[config.mk]
export PLATFORM = sky130hd
export DESIGN_NAME = player_hp_bank
export DESIGN_NICKNAME = d
export VERILOG_FILES = /design/src/rtl/player_hp_bank.sv
export SDC_FILE = /design/constraint.sdc
export NUM_CORES = 1
export LEC_CHECK = 0
export BUFFER_PORTS_ARGS = -buffer_cell sky130_fd_sc_hd__buf_2
export CAP_MARGIN = 20
export CORE_ASPECT_RATIO = 1.75
export CORE_MARGIN = 1.5
export CORE_UTILIZATION = 50
export CTS_CLUSTER_SIZE = 24
export DETAILED_ROUTE_END_ITERATION = 8
export PLACE_DENSITY = 0.78
export REMOVE_ABC_BUFFERS = 1
export SLEW_MARGIN = 20
export SYNTH_ARGS = -nofsm -noshare
export SYNTH_HDL_FRONTEND = slang
export SYNTH_SLANG_ARGS = --single-unit
[constraint.sdc]
create_clock -name clk -period 5.2 [get_ports clk]
set_input_delay 0.52 -clock clk [delete_from_list [all_inputs] [get_ports clk]]
set_output_delay 0.52 -clock clk [all_outputs]
set_load 0.01 [all_outputs]
[src/rtl/player_hp_bank.sv]
// Multi-player HP bank with iframes, KO latching and round winner/draw arbitration.
// Optional HP_REGEN_EN macro adds a per-player periodic +1 HP regeneration.
module player_hp_bank #(
    parameter int unsigned N_PLAYERS    = 2,
    parameter int unsigned MAX_HP       = 100,
    parameter int unsigned HP_WIDTH     = 7,
    parameter int unsigned DMG_WIDTH    = 7,
    parameter int unsigned IFRAMES      = 8,
    parameter int unsigned REGEN_PERIOD = 60
) (
    input  logic                           clk,
    input  logic                           reset,
    input  logic                           SCEN,
    input  logic                           round_start,
    input  logic [N_PLAYERS-1:0]           hit_valid,
    input  logic [N_PLAYERS*DMG_WIDTH-1:0] hit_damage,
    input  logic [N_PLAYERS-1:0]           heal_valid,
    input  logic [N_PLAYERS*DMG_WIDTH-1:0] heal_amount,
    output logic [N_PLAYERS*HP_WIDTH-1:0]  hp,
    output logic [N_PLAYERS-1:0]           invuln,
    output logic [N_PLAYERS-1:0]           ko,
    output logic [N_PLAYERS-1:0]           ko_pulse,
    output logic                           round_over,
    output logic                           round_over_pulse,
    output logic [2:0]                     winner,
    output logic                           draw
);
    localparam int unsigned SUM_W = ((HP_WIDTH > DMG_WIDTH) ? HP_WIDTH : DMG_WIDTH) + 2;
    localparam int unsigned IF_W  = (IFRAMES > 0) ? $clog2(IFRAMES + 1) : 1;
    localparam int unsigned CNT_W = 4;

    if (N_PLAYERS < 2 || N_PLAYERS > 8 || MAX_HP >= (1 << HP_WIDTH) || REGEN_PERIOD == 0) begin : g_bad_cfg
        $error("player_hp_bank: illegal parameter combination");
    end

    typedef enum logic {FIGHT = 1'b0, OVER = 1'b1} state_t;

    state_t                        state_q, state_d;
    logic [IF_W-1:0]               ifr_q [N_PLAYERS];
    logic [IF_W-1:0]               ifr_d [N_PLAYERS];
    logic [N_PLAYERS*HP_WIDTH-1:0] hp_d;
    logic [N_PLAYERS-1:0]          invuln_d, ko_d, ko_pulse_d;
    logic                          round_over_d, round_over_pulse_d, draw_d;
    logic [2:0]                    winner_d;

    logic signed [SUM_W-1:0]       sum, dmg_ext, heal_ext, regen_ext;
    logic                          eff_hit, lethal;
    logic [CNT_W-1:0]              alive_cnt;

`ifdef HP_REGEN_EN
    localparam int unsigned RG_W = (REGEN_PERIOD > 1) ? $clog2(REGEN_PERIOD) : 1;
    logic [RG_W-1:0]               regen_q [N_PLAYERS];
    logic [RG_W-1:0]               regen_d [N_PLAYERS];
`endif

    // Next-state for the round FSM and every per-player register
    always_comb begin
        state_d            = state_q;
        hp_d               = hp;
        invuln_d           = invuln;
        ko_d               = ko;
        ko_pulse_d         = '0;
        round_over_d       = round_over;
        round_over_pulse_d = 1'b0;
        winner_d           = winner;
        draw_d             = draw;
        sum                = '0;
        dmg_ext            = '0;
        heal_ext           = '0;
        regen_ext          = '0;
        eff_hit            = 1'b0;
        lethal             = 1'b0;
        alive_cnt          = '0;
        for (int i = 0; i < int'(N_PLAYERS); i++) begin
            ifr_d[i] = ifr_q[i];
`ifdef HP_REGEN_EN
            regen_d[i] = regen_q[i];
`endif
        end

        if (SCEN && round_start) begin
            state_d      = FIGHT;
            ko_d         = '0;
            invuln_d     = '0;
            round_over_d = 1'b0;
            winner_d     = '0;
            draw_d       = 1'b0;
            for (int i = 0; i < int'(N_PLAYERS); i++) begin
                hp_d[i*HP_WIDTH +: HP_WIDTH] = HP_WIDTH'(MAX_HP);
                ifr_d[i] = '0;
`ifdef HP_REGEN_EN
                regen_d[i] = '0;
`endif
            end
        end else if (SCEN) begin
            for (int i = 0; i < int'(N_PLAYERS); i++) begin
                if (ifr_q[i] != '0) begin
                    ifr_d[i] = ifr_q[i] - IF_W'(1);
                end
                if (state_q == FIGHT && !ko[i]) begin
                    eff_hit   = hit_valid[i] && (hit_damage[i*DMG_WIDTH +: DMG_WIDTH] != '0)
                                && (ifr_q[i] == '0);
                    dmg_ext   = eff_hit ? SUM_W'(hit_damage[i*DMG_WIDTH +: DMG_WIDTH]) : '0;
                    heal_ext  = heal_valid[i] ? SUM_W'(heal_amount[i*DMG_WIDTH +: DMG_WIDTH]) : '0;
                    regen_ext = '0;
`ifdef HP_REGEN_EN
                    // Regen counter idles at full HP and restarts after any landed hit
                    if (hp[i*HP_WIDTH +: HP_WIDTH] == HP_WIDTH'(MAX_HP)) begin
                        regen_d[i] = '0;
                    end else if (regen_q[i] == RG_W'(REGEN_PERIOD - 1)) begin
                        regen_d[i] = '0;
                        regen_ext  = SUM_W'(1);
                    end else begin
                        regen_d[i] = regen_q[i] + RG_W'(1);
                    end
                    if (eff_hit) begin
                        regen_d[i] = '0;
                    end
`endif
                    sum    = SUM_W'(hp[i*HP_WIDTH +: HP_WIDTH]) - dmg_ext + heal_ext + regen_ext;
                    lethal = sum[SUM_W-1] || (sum == '0);
                    if (lethal) begin
                        hp_d[i*HP_WIDTH +: HP_WIDTH] = '0;
                        ko_d[i]       = 1'b1;
                        ko_pulse_d[i] = 1'b1;
                        ifr_d[i]      = '0;
`ifdef HP_REGEN_EN
                        regen_d[i]    = '0;
`endif
                    end else begin
                        if (sum > $signed(SUM_W'(MAX_HP))) begin
                            hp_d[i*HP_WIDTH +: HP_WIDTH] = HP_WIDTH'(MAX_HP);
                        end else begin
                            hp_d[i*HP_WIDTH +: HP_WIDTH] = HP_WIDTH'(sum);
                        end
                        if (eff_hit) begin
                            ifr_d[i] = IF_W'(IFRAMES);
                        end
                    end
                end else begin
`ifdef HP_REGEN_EN
                    regen_d[i] = '0;
`endif
                end
                invuln_d[i] = (ifr_d[i] != '0);
            end

            for (int i = 0; i < int'(N_PLAYERS); i++) begin
                alive_cnt = alive_cnt + CNT_W'(!ko_d[i]);
            end
            // Round ends on the same tick as the KO that leaves at most one survivor
            if (state_q == FIGHT && alive_cnt <= CNT_W'(1)) begin
                state_d            = OVER;
                round_over_d       = 1'b1;
                round_over_pulse_d = 1'b1;
                draw_d             = (alive_cnt == '0);
                winner_d           = '0;
                for (int i = 0; i < int'(N_PLAYERS); i++) begin
                    if (!ko_d[i]) begin
                        winner_d = 3'(i);
                    end
                end
            end
        end
    end

    // State and output registers
    always_ff @(posedge clk or posedge reset) begin
        if (reset) begin
            state_q          <= FIGHT;
            hp               <= {N_PLAYERS{HP_WIDTH'(MAX_HP)}};
            invuln           <= '0;
            ko               <= '0;
            ko_pulse         <= '0;
            round_over       <= 1'b0;
            round_over_pulse <= 1'b0;
            winner           <= '0;
            draw             <= 1'b0;
            for (int i = 0; i < int'(N_PLAYERS); i++) begin
                ifr_q[i] <= '0;
`ifdef HP_REGEN_EN
                regen_q[i] <= '0;
`endif
            end
        end else begin
            state_q          <= state_d;
            hp               <= hp_d;
            invuln           <= invuln_d;
            ko               <= ko_d;
            ko_pulse         <= ko_pulse_d;
            round_over       <= round_over_d;
            round_over_pulse <= round_over_pulse_d;
            winner           <= winner_d;
            draw             <= draw_d;
            for (int i = 0; i < int'(N_PLAYERS); i++) begin
                ifr_q[i] <= ifr_d[i];
`ifdef HP_REGEN_EN
                regen_q[i] <= regen_d[i];
`endif
            end
        end
    end

endmodule
* Word level (Yosys, flattened, before mapping)
Cells that the tools add are included. Widths: inputs -> output; s select.
Word-level totals: bits in registers 34, bits in latches 0, bits in writable memories 0, ROM bits 0, input port bits 36, output and inout port bits 26, word-level logic and storage cells 111, memories kept 0
Operators by class: add/subtract/negate cells 7, multiply operators 0, div/mod/pow operators 0, order comparisons 3, equal/unequal tests 0, shift operators 0, multiplexer cells 57, bitwise logic cells 1, reductions and logical operators 32
Operators by type and width (number):
- $mux 7 | 10
- $mux 4 | 12
- $mux 14 | 2
- $mux 1 | 22
- $add 8x8->9 | 2
- $gt 9x8->1 const B | 2
- $logic_not 9->1 | 2
- $mux 8 | 2
- $reduce_bool 4->1 | 4
- $sub 7x7->8 | 2
- $reduce_bool 7->1 | 2
- $logic_not 4->1 | 3
- $mux 2 | 6
- $mux 3 | 3
- $logic_and 1x1->1 | 8
- $reduce_bool 2->1 | 4
- $sub 4x1->4 const B | 2
- $reduce_and 2->1 | 3
- $logic_not 1->1 | 4
- $add 1x1->2 | 1
- $le 2x1->1 const B | 1
- $logic_or 1x1->1 | 2
- $not 1->1 | 1

* Depth between registers and ports, before layout
Gate-level depths: netlist (run 1).
word-level depth 19, depth in mapped cells 23, mapped depth without buffers 23

* Least setup slack after synthesis (run 1)
No wires, ideal clock.
path type reg-to-reg, from register ifr_q[4] in the netlist's numbering, to register draw, library setup time 0.104 ns, data arrival time 4.675 ns, required time 5.096 ns, path slack 0.422 ns, cell stages (with the launch flop) 22, path buffers 1, clock period less this slack 4.778 ns, cells stage by stage dfrtp_1 > inv_1 > ha_1 > inv_1 > nor3_1 > and2_1 > clkbuf_1 > nand2_1 > ha_1 > nor2b_1 > o21ai_0 > and2_1 > o21ai_0 > xor2_1 > ha_1 > a21o_1 > a31oi_1 > and2b_2 > or4_1 > o211a_1 > or4b_1 > o311ai_1
On the way: word-level cells in the longest chain between the ends 17, elaborated cells on any way between the ends 21
RTL lines:
- start: declaration | RTL line 39 | logic [IF_W-1:0] ifr_q [N_PLAYERS];
- start signal: indexed assignment | RTL line 196 | ifr_q[i] <= ifr_d[i];
- $logic_not 4->1 * | RTL line 102 | && (ifr_q[i] == '0);
- $logic_and 1x1->1 * | RTL line 102
- $mux 7 * | RTL line 103 | dmg_ext = eff_hit ? SUM_W'(hit_damage[i*DMG_WIDTH +: DMG_WIDTH]) : '0;
- $sub 7x7->8 * | RTL line 120 | sum = SUM_W'(hp[i*HP_WIDTH +: HP_WIDTH]) - dmg_ext + heal_ext + regen_ext;
- $add 8x8->9 * | RTL line 120
- $logic_not 9->1 | RTL line 121 | lethal = sum[SUM_W-1] || (sum == '0);
- $logic_or 1x1->1 * | RTL line 121
- $mux 1 * | RTL line 122 | if (lethal) begin
- $mux 1 * | RTL line 100 | if (state_q == FIGHT && !ko[i]) begin
- $mux 1 * | RTL line 95 | end else if (SCEN) begin
- $mux 1 * | RTL line 81 | if (SCEN && round_start) begin
- $logic_not 1->1 *
- $add 1x1->2 * | RTL line 149 | alive_cnt = alive_cnt + CNT_W'(!ko_d[i]);
- $le 2x1->1 or $logic_not 4->1 (tied branches) | RTL line 152, 156
- $logic_and 1x1->1 or $mux 1 (tied branches) | RTL line 152 | if (state_q == FIGHT && alive_cnt <= CNT_W'(1)) begin
- $reduce_bool 2->1 (no line) or $mux 1 (tied branches)
- $reduce_and 2->1 (no line) or $mux 1 (tied branches)
- end signal: assignment | RTL line 194 | draw <= draw_d;
- end: declaration | RTL line 26 | output logic draw
Every way passes the cells marked *; elsewhere a longest branch is shown, timed or not. The select of a mux whose other input is x is not followed. A chain may end at the register's enable or synchronous reset.

* Worst setup path in the final report (run 1)
Ends and elaborated chain as after synthesis.

==> reports/metrics.csv, run 1 <==
stage;metric;value;unit
synthesis;synth-main-ff-cell;dfrtp_1;
synthesis;synthArstFlopShare;1.00;
route;firstDrtPassIters;4;
route;vias_per_cell;5.81;
synthesis;synth_edf_count;0;
timing;finClkSkew;0.00653;ns
route;num_vias;2970;
floorplan;die_w;61.8;µm
outcome;status;completed;
timing;worst-slew-pin-transition;0.661;ns
placed_design;dp_hpwl;6430;µm
synthesis;synth_cell_types;61;
placed_design;port_buffers;59;
synthesis;yosysWarnings;0;
critical_path;crit_path_max_incr_delay;0.55;ns
global_routing;grt_max_degree;33;
clock_tree;clk_latency;0.30;ns
power;p_sw;1450;µW
timing;tns;0;ns
timing;fin_crit_sh;0.941;
timing;rsz0062_at_grt;false;
timing;drv_slew;0;
critical_path;worst-path-buf-inv;2;
finish;final_area;3540;µm²
global_routing;grt_overflow;0;
global_routing;antenna_found_initial;0;
finish;nNetsFinal;504;
critical_path;path_cells;inv_1 > ha_1 > inv_1 > nor3_1 > and2_1 > nand2_1 > ha_1 > nor2b_1 > o21ai_1 > and2_1 > o21ai_0 > xor2_1 > ha_1 > a21o_1 > a31oi_1 > and2b_2 > or4_4 > o211a_1 > or4b_1 > o311ai_1;
critical_path;crit_fanout;6;
placed_design;postPlaceCellArea;3400;µm²
global_routing;gr-usage-met1;0.231;
placed_design;gp_congestion;0.838;
synthesis;synth.cell_area;3020;µm²
finish;drive_gt1_frac;0.212;
critical_path;cp.required;5.39;ns
timing;relSlewSlack;0.555;
critical_path;worst_setup_path_end_kind;flop;
global_routing;met3_usage;0.0356;
global_routing;grt_pass1_wl;12300;µm
synthesis;syn_area_per_cell;8.26;µm²
global_routing;grt_use_total;0.249;
route;antenna_left;0;
clock_tree;path_clk_slew;0.07;ns
synthesis;synth-seq-cells;32;
global_routing;grt_pass1_vias;2864;
power;power_frac_clock;0.086;
power;power.share.sequential;0.155;
route;drt_iter0_markers;103;
finish;syn_to_final_growth;17.0;%
power;internal-power;1410;µW
critical_path;cp_data_arrival_time;5.08;ns
timing;setup_viol;0;
global_routing;grt_busiest_layer;met2;
synthesis;synthCells;366;
floorplan;fp.coreArea;5880;µm²
timing;max_freq;204;MHz
power;leakage;0.00173;µW
global_routing;grt_use_met2;0.476;
worst_hold_path;hp-class;in2async;
clock_tree;cts_tree;yes;
critical_path;path_delay_family;simple AND/OR/NAND/NOR gates;
clock_tree;clock_sinks;32;
power;combPwrFrac;0.760;
route;routed_wl;7880;µm
floorplan;num_rows;37;
critical_path;crit_top_cell;ha_1;
critical_path;worstSetupPathType;reg2reg;
critical_path;cpMaxStageDelayCell;or4_4;
flow_run;cap_viol_max_count;0;
clock_tree;cts_root_buf;clkbuf_8;
synthesis;seq_area_frac_synth;0.267;
route;drc;0;
timing;min_period;4.89;ns
power;power_density;807;nW/µm²
clock_tree;clock_path_buffers;2;
power;swShare;0.508;
timing;hold_viol;0;
floorplan;io_pins;62;
critical_path;worst_setup_path_start_kind;flop;
finish;antenna_cells;0;
clock_tree;cts.htree.levels;2;
power;ir_worst_vdd;0.000541;V
route;wl_per_cell;15.4;µm
timing;hold_ws;0.297;ns
floorplan;start_util;0.514;
floorplan;dieHeight;106;µm
clock_tree;cts_made_buffers;5;
floorplan;fp.dieArea;6540;µm²
clock_tree;cts_hold_buffers;0;
==> timing repair <==
action / 4_1_cts / 5_1_grt
setup endpoints to repair: 0 / 22
gates resized for setup: 0 / 5
setup buffers: 0 / 1
==> worst paths after layout <==
check,slack (ns),endpoint,cells after the start,startpoint
worst max register to register,0.31,draw,20,ifr_q[4]
min in group clk,0.51,invuln[0],1,invuln[0]
worst min-delay path,0.30,ifr_q[7],3,reset
worst min register to register,0.51,invuln[0],1,invuln[0]
worst max-delay path,0.31,draw,20,ifr_q[4]
max in group asynchronous,4.56,hp[6],3,reset
==> layout by cell type, fill, tap and decap left out, drive strengths merged, types with 3 or more instances in the layout <==
| cell | n |
|---|---|
| a211oi | 3 |
| a21o | 6 |
| a21oi | 31 |
| a22o | 6 |
| a31oi | 7 |
| a32o | 3 |
| and2 | 15 |
| and3 | 4 |
| buf | 65 |
| clkbuf | 5 |
| dfrtp | 26 |
| dfstp | 6 |
| fa | 4 |
| ha | 32 |
| inv | 31 |
| nand2 | 40 |
| nand2b | 4 |
| nand3 | 7 |
| nor2 | 33 |
| nor2b | 5 |
| nor3 | 6 |
| nor4 | 3 |
| o21a | 6 |
| o21ai | 22 |
| o32ai | 3 |
| or4 | 3 |
| xnor2 | 12 |
| xor2 | 8 |
==> power by group through the flow <==
stage | combinational, µW | clock, µW | sequential, µW
floorplan | 1580 | 0 | 452
global placement | 2060 | 0 | 440
detailed placement | 2110 | 0 | 443
CTS | 2130 | 247 | 440
global route | 2400 | 257 | 456
finish | 2170 | 245 | 441
==> synthesized netlist by cell type (3+ instances only) <==
cell type  instances  area (µm²)
a31oi_1            7        43.8
a21o_1             6        45.0
a211oi_1           3        22.5
inv_1             31         116
buf_4              3        22.5
nor3_1             6        30.0
nor4_1             3        18.8
a32o_1             3        30.0
o21ai_0           20         100
fa_1               4        80.1
dfrtp_1           26         651
a22o_1             6        52.6
nand3_1            7        35.0
nor2_1            32         120
ha_1              32         400
o32ai_1            3        26.3
a21oi_1           30         150
and3_1             4        25.0
nor2b_1            5        31.3
xnor2_1           12         105
nand2_1           40         150
nand2b_1           4        25.0
xor2_1             8        70.1
and2_1            15        93.8
dfstp_2            6         158
o21a_1             6        45.0
==> state kept, by name (all words and copies together) (netlist names) <==
signal and count:
invuln 2, ko_pulse 2, ifr_q 8, ko 2, draw 1, winner 1
round_over_pulse 1, hp 14, state_q 1
==> through the flow <==
step           cells  power, µW   util  setup WS (ns)
2_1_floorplan    360       2040      -          0.520
3_3_place_gp     502       2500  0.579         0.0862
3_5_place_dp     502       2560  0.579         0.0241
4_1_cts          510       2810  0.598        0.00182
5_1_grt          511       3120  0.601       0.000883
6_report         511       2850  0.601          0.309
==> tightest hold or removal path, cell delays in order <==
cell and delay, ns:
buf_2 0.09, inv_1 0.04, buf_4 0.36
==> logic make-up (layout without fill, tap and decap cells) <==
family | after synthesis | after routing | synth area share
and+or+nand+nor | 127 | 127 | 0.203
buffers and inverters | 38 | 104 | 0.0567
xor gates and xnor gates | 20 | 20 | 0.0579
adders and majority gates | 36 | 36 | 0.159
DFF | 32 | 32 | 0.267
other | 1 | 2 | 0.00124
AOI/OAI and AO/OA | 112 | 112 | 0.255
==> cell type report <==
| cell class | count | area [µm²] |
|---|---|---|
| fill | 560 | 2340 |
| multi-input combinational | 297 | 2060 |
| sequential | 32 | 808 |
| timing repair buffer | 65 | 340 |
| inverter | 31 | 116 |
| tap | 78 | 97.6 |
| clock buffer | 5 | 68.8 |
| clock inverter | 3 | 42.5 |
==> metal layers <==
| metal | up-vias | wire length, µm |
|---|---|---|
| li1 | 1440 | - |
| met1 | 1417 | 2760 |
| met2 | 90 | 4480 |
| met3 | 23 | 290 |
| met4 | 0 | 344 |
| met5 | - | 0 |
(Power assumes the default switching activity.)
==> run 2, diff against run 1 <==
--- a/config.mk
+++ b/config.mk
@@ -12,7 +12,7 @@
 export CORE_UTILIZATION = 50
 export CTS_CLUSTER_SIZE = 24
 export DETAILED_ROUTE_END_ITERATION = 8
-export PLACE_DENSITY = 0.78
+export PLACE_DENSITY = 0.77
 export REMOVE_ABC_BUFFERS = 1
 export SLEW_MARGIN = 20
 export SYNTH_ARGS = -nofsm -noshare
==> run 2 against run 1 <==
  * Worst hold slack improved by 0.010 ns
  * Clock skew decreased by 0.0012 ns
  * Cell count decreased by 0.20%
  * Critical path depth decreased by 1
==> reports/metrics.csv, run 2 (synthesized netlist as in run 1, its figures left out) <==
stage;metric;value;unit;change
timing;drv_slew;0;;unchanged
placed_design;gp_congestion;0.880;;+5.0%
floorplan;fp.coreArea;5880;µm²;unchanged
clock_tree;path_clk_slew;0.07;ns;about the same
critical_path;crit_top_cell;inv_1;;
finish;seqCellArea;808;µm²;unchanged
finish;final_cell_mix;59 x buf_2, 40 x nand2_1, 32 x nor2_1, 32 x ha_1, 31 x inv_1;;
placed_design;dp_hpwl;6350;µm;-1.2%
clock_tree;cts_root_buf;clkbuf_8;;
clock_tree;clk_latency;0.29;ns;about the same
clock_tree;cts_hold_buffers;0;;unchanged
finish;top_register;hp;;
finish;nNetsFinal;503;;-0.20%
critical_path;r2r_setup_slack;0.37;ns;+0.06 ns
critical_path;worstSetupPathType;reg2reg;;
clock_tree;cts_made_buffers;5;;unchanged
clock_tree;clock_path_buffers;2;;unchanged
floorplan;die_w;61.8;µm;unchanged
critical_path;r2r_end;draw;;
finish;top_regs;hp x14, ifr_q x8;;
floorplan;fp.dieArea;6540;µm²;unchanged
critical_path;worst_setup_path_start_kind;flop;;
power;power.share.sequential;0.159;;+0.004
floorplan;dieHeight;106;µm;unchanged
finish;syn_to_final_growth;15.9;%;
route;num_vias;2988;;+0.61%
clock_tree;postCtsSetupRepairBufs;0;;unchanged
placed_design;port_buffers;59;;unchanged
timing;finClkSkew;0.00530;ns;-0.00123 ns
route;firstDrtPassIters;4;;unchanged
clock_tree;cts_tree;yes;;
finish;fillers;543;;-3.0%
timing;hold_viol;0;;unchanged
global_routing;grt_pass1_wl;12700;µm;+3.3%
route;drt_iter0_markers;100;;-2.9%
global_routing;antenna_found_initial;0;;unchanged
placed_design;dp_slack;0.199;ns;+0.175 ns
power;leakage;0.00172;µW;-0.62%
power;swShare;0.512;;+0.00451
power;p_sw;1420;µW;-1.7%
finish;antenna_cells;0;;unchanged
power;internal-power;1360;µW;-3.4%
critical_path;worst_setup_path_end_kind;flop;;
route;routed_wl;7760;µm;-1.5%
finish;multi_input_area;2050;µm²;-0.36%
flow_run;cap_viol_max_count;0;;unchanged
timing;setup_viol;0;;unchanged
timing;rsz0062_at_grt;false;;
power;ir_worst_vdd;0.000471;V;-13%
worst_hold_path;hp-class;in2async;;
critical_path;crit_path_max_incr_delay;0.56;ns;about the same
critical_path;timing.rr.start;ifr_q[4];;
timing;timing.final.ws_setup;0.366;ns;+0.0568 ns
timing;min_period;4.83;ns;-0.0568 ns
finish;final_util;0.596;;-0.00575
timing;max_freq;207;MHz;+1.2%
global_routing;grt_use_total;0.255;;+0.00527
critical_path;crit_fanout;6;;unchanged
critical_path;r2r_cells;19;;-5.0%
timing;worst-slew-pin-transition;0.674;ns;+0.0130 ns
route;antenna_left;0;;unchanged
outcome;status;completed;;
route;drc;0;;unchanged
finish;drive_gt1_frac;0.206;;-0.00645
power;power_frac_clock;0.073;;-0.013
finish;mostFrequentLayoutCell;buf_2;;
floorplan;io_pins;62;;unchanged
timing;relSlewSlack;0.546;;-0.00878
route;wl_per_cell;15.2;µm;-1.3%
power;power_density;794;nW/µm²;-1.6%
power;combPwrFrac;0.768;;+0.008
critical_path;path_cells;inv_1 > ha_1 > inv_1 > nor3_1 > buf_4 > and3_1 > ha_1 > inv_1 > fa_1 > inv_1 > fa_1 > nand2b_1 > a21oi_1 > xor2_1 > or2_0 > or4_4 > o211a_1 > or4b_1 > o311ai_1;;
clock_tree;cts.htree.levels;2;;unchanged
critical_path;cpMaxStageDelayCell;or4_4;;
global_routing;grt_pass1_vias;3026;;+5.7%
route;vias_per_cell;5.86;;+0.80%
finish;largest_reg_flops;14;;unchanged
floorplan;start_util;0.514;;unchanged
global_routing;grt_max_degree;33;;unchanged
timing;fin_crit_sh;0.930;;-0.0109
critical_path;cp_data_arrival_time;5.02;ns;-0.06 ns
timing;tns;0;ns;unchanged
clock_tree;clock_sinks;32;;unchanged
floorplan;num_rows;37;;unchanged
global_routing;grt_overflow;0;;unchanged
critical_path;cp.required;5.38;ns;about the same
-- run 2: final cells by class --
| cell class | instances | area share |
|---|---|---|
| clock buffers | 6 | 0.0236 |
| clock inverters | 2 | 0.00286 |
| inverters | 31 | 0.0332 |
| multi-input cells | 297 | 0.587 |
| flip-flops and latches | 32 | 0.231 |
| well taps | 78 | 0.0279 |
| repair buffers | 64 | 0.0950 |
-- run 2: through the flow --
| stage | cell area, µm² | std cells | hold slack, ns | total power, µW |
|---|---|---|---|---|
| finish | 3500 | 510 | 0.307 | 2780 |
| CTS | 3490 | 510 | 0.316 | 2770 |
| floorplan | 2970 | 360 | 0.479 | 2040 |
| detailed placement | 3400 | 502 | 0.509 | 2550 |
| global placement | 3400 | 502 | 0.495 | 2500 |
| global route | 3500 | 510 | 0.353 | 3070 |
-- run 2: worst max-delay path by stage --
| stage | from | to |
|---|---|---|
| 6_report | ifr_q[4] | draw |
| 5_1_grt | ifr_q[0] | draw |
| 4_1_cts | ifr_q[4] | ifr_q[6] |
| 3_5_place_dp | ifr_q[4] | ifr_q[6] |
| 3_3_place_gp | ifr_q[4] | ifr_q[6] |
| 2_1_floorplan | ifr_q[0] | draw |
-- run 2: critical path: cells and delay by family, from the launching register on --
family / cells / cell delay (ns)
compound gates: 3 / 0.60
xor+xnor: 1 / 0.13
fa+ha+maj: 4 / 1.33
buf+inv: 5 / 0.47
flops: 1 / 0.44
simple gates: 6 / 1.78
-- run 2: layer usage --
metal | global-route usage | wire length, µm | up-vias
met3 | 0.0344 | 246 | 21
met4 | 0.117 | 292 | 0
met2 | 0.481 | 4370 | 80
met1 | 0.251 | 2850 | 1444
met5 | 0 | 0 | -
li1 | - | - | 1443
-- run 2: what timing repair did --
item | CTS | global route
hold endpoints to repair | 0 | 0
endpoints found under the setup margin | 0 | 7
gates resized for setup | 0 | 3
-- run 2: power by group through the flow --
stage | sequential [µW] | clock (µW) | combinational [µW]
final | 442 | 204 | 2140
after detailed placement | 445 | 0 | 2110
after global routing | 458 | 215 | 2400
after floorplan | 452 | 0 | 1580
after CTS | 441 | 208 | 2120
after global placement | 443 | 0 | 2060
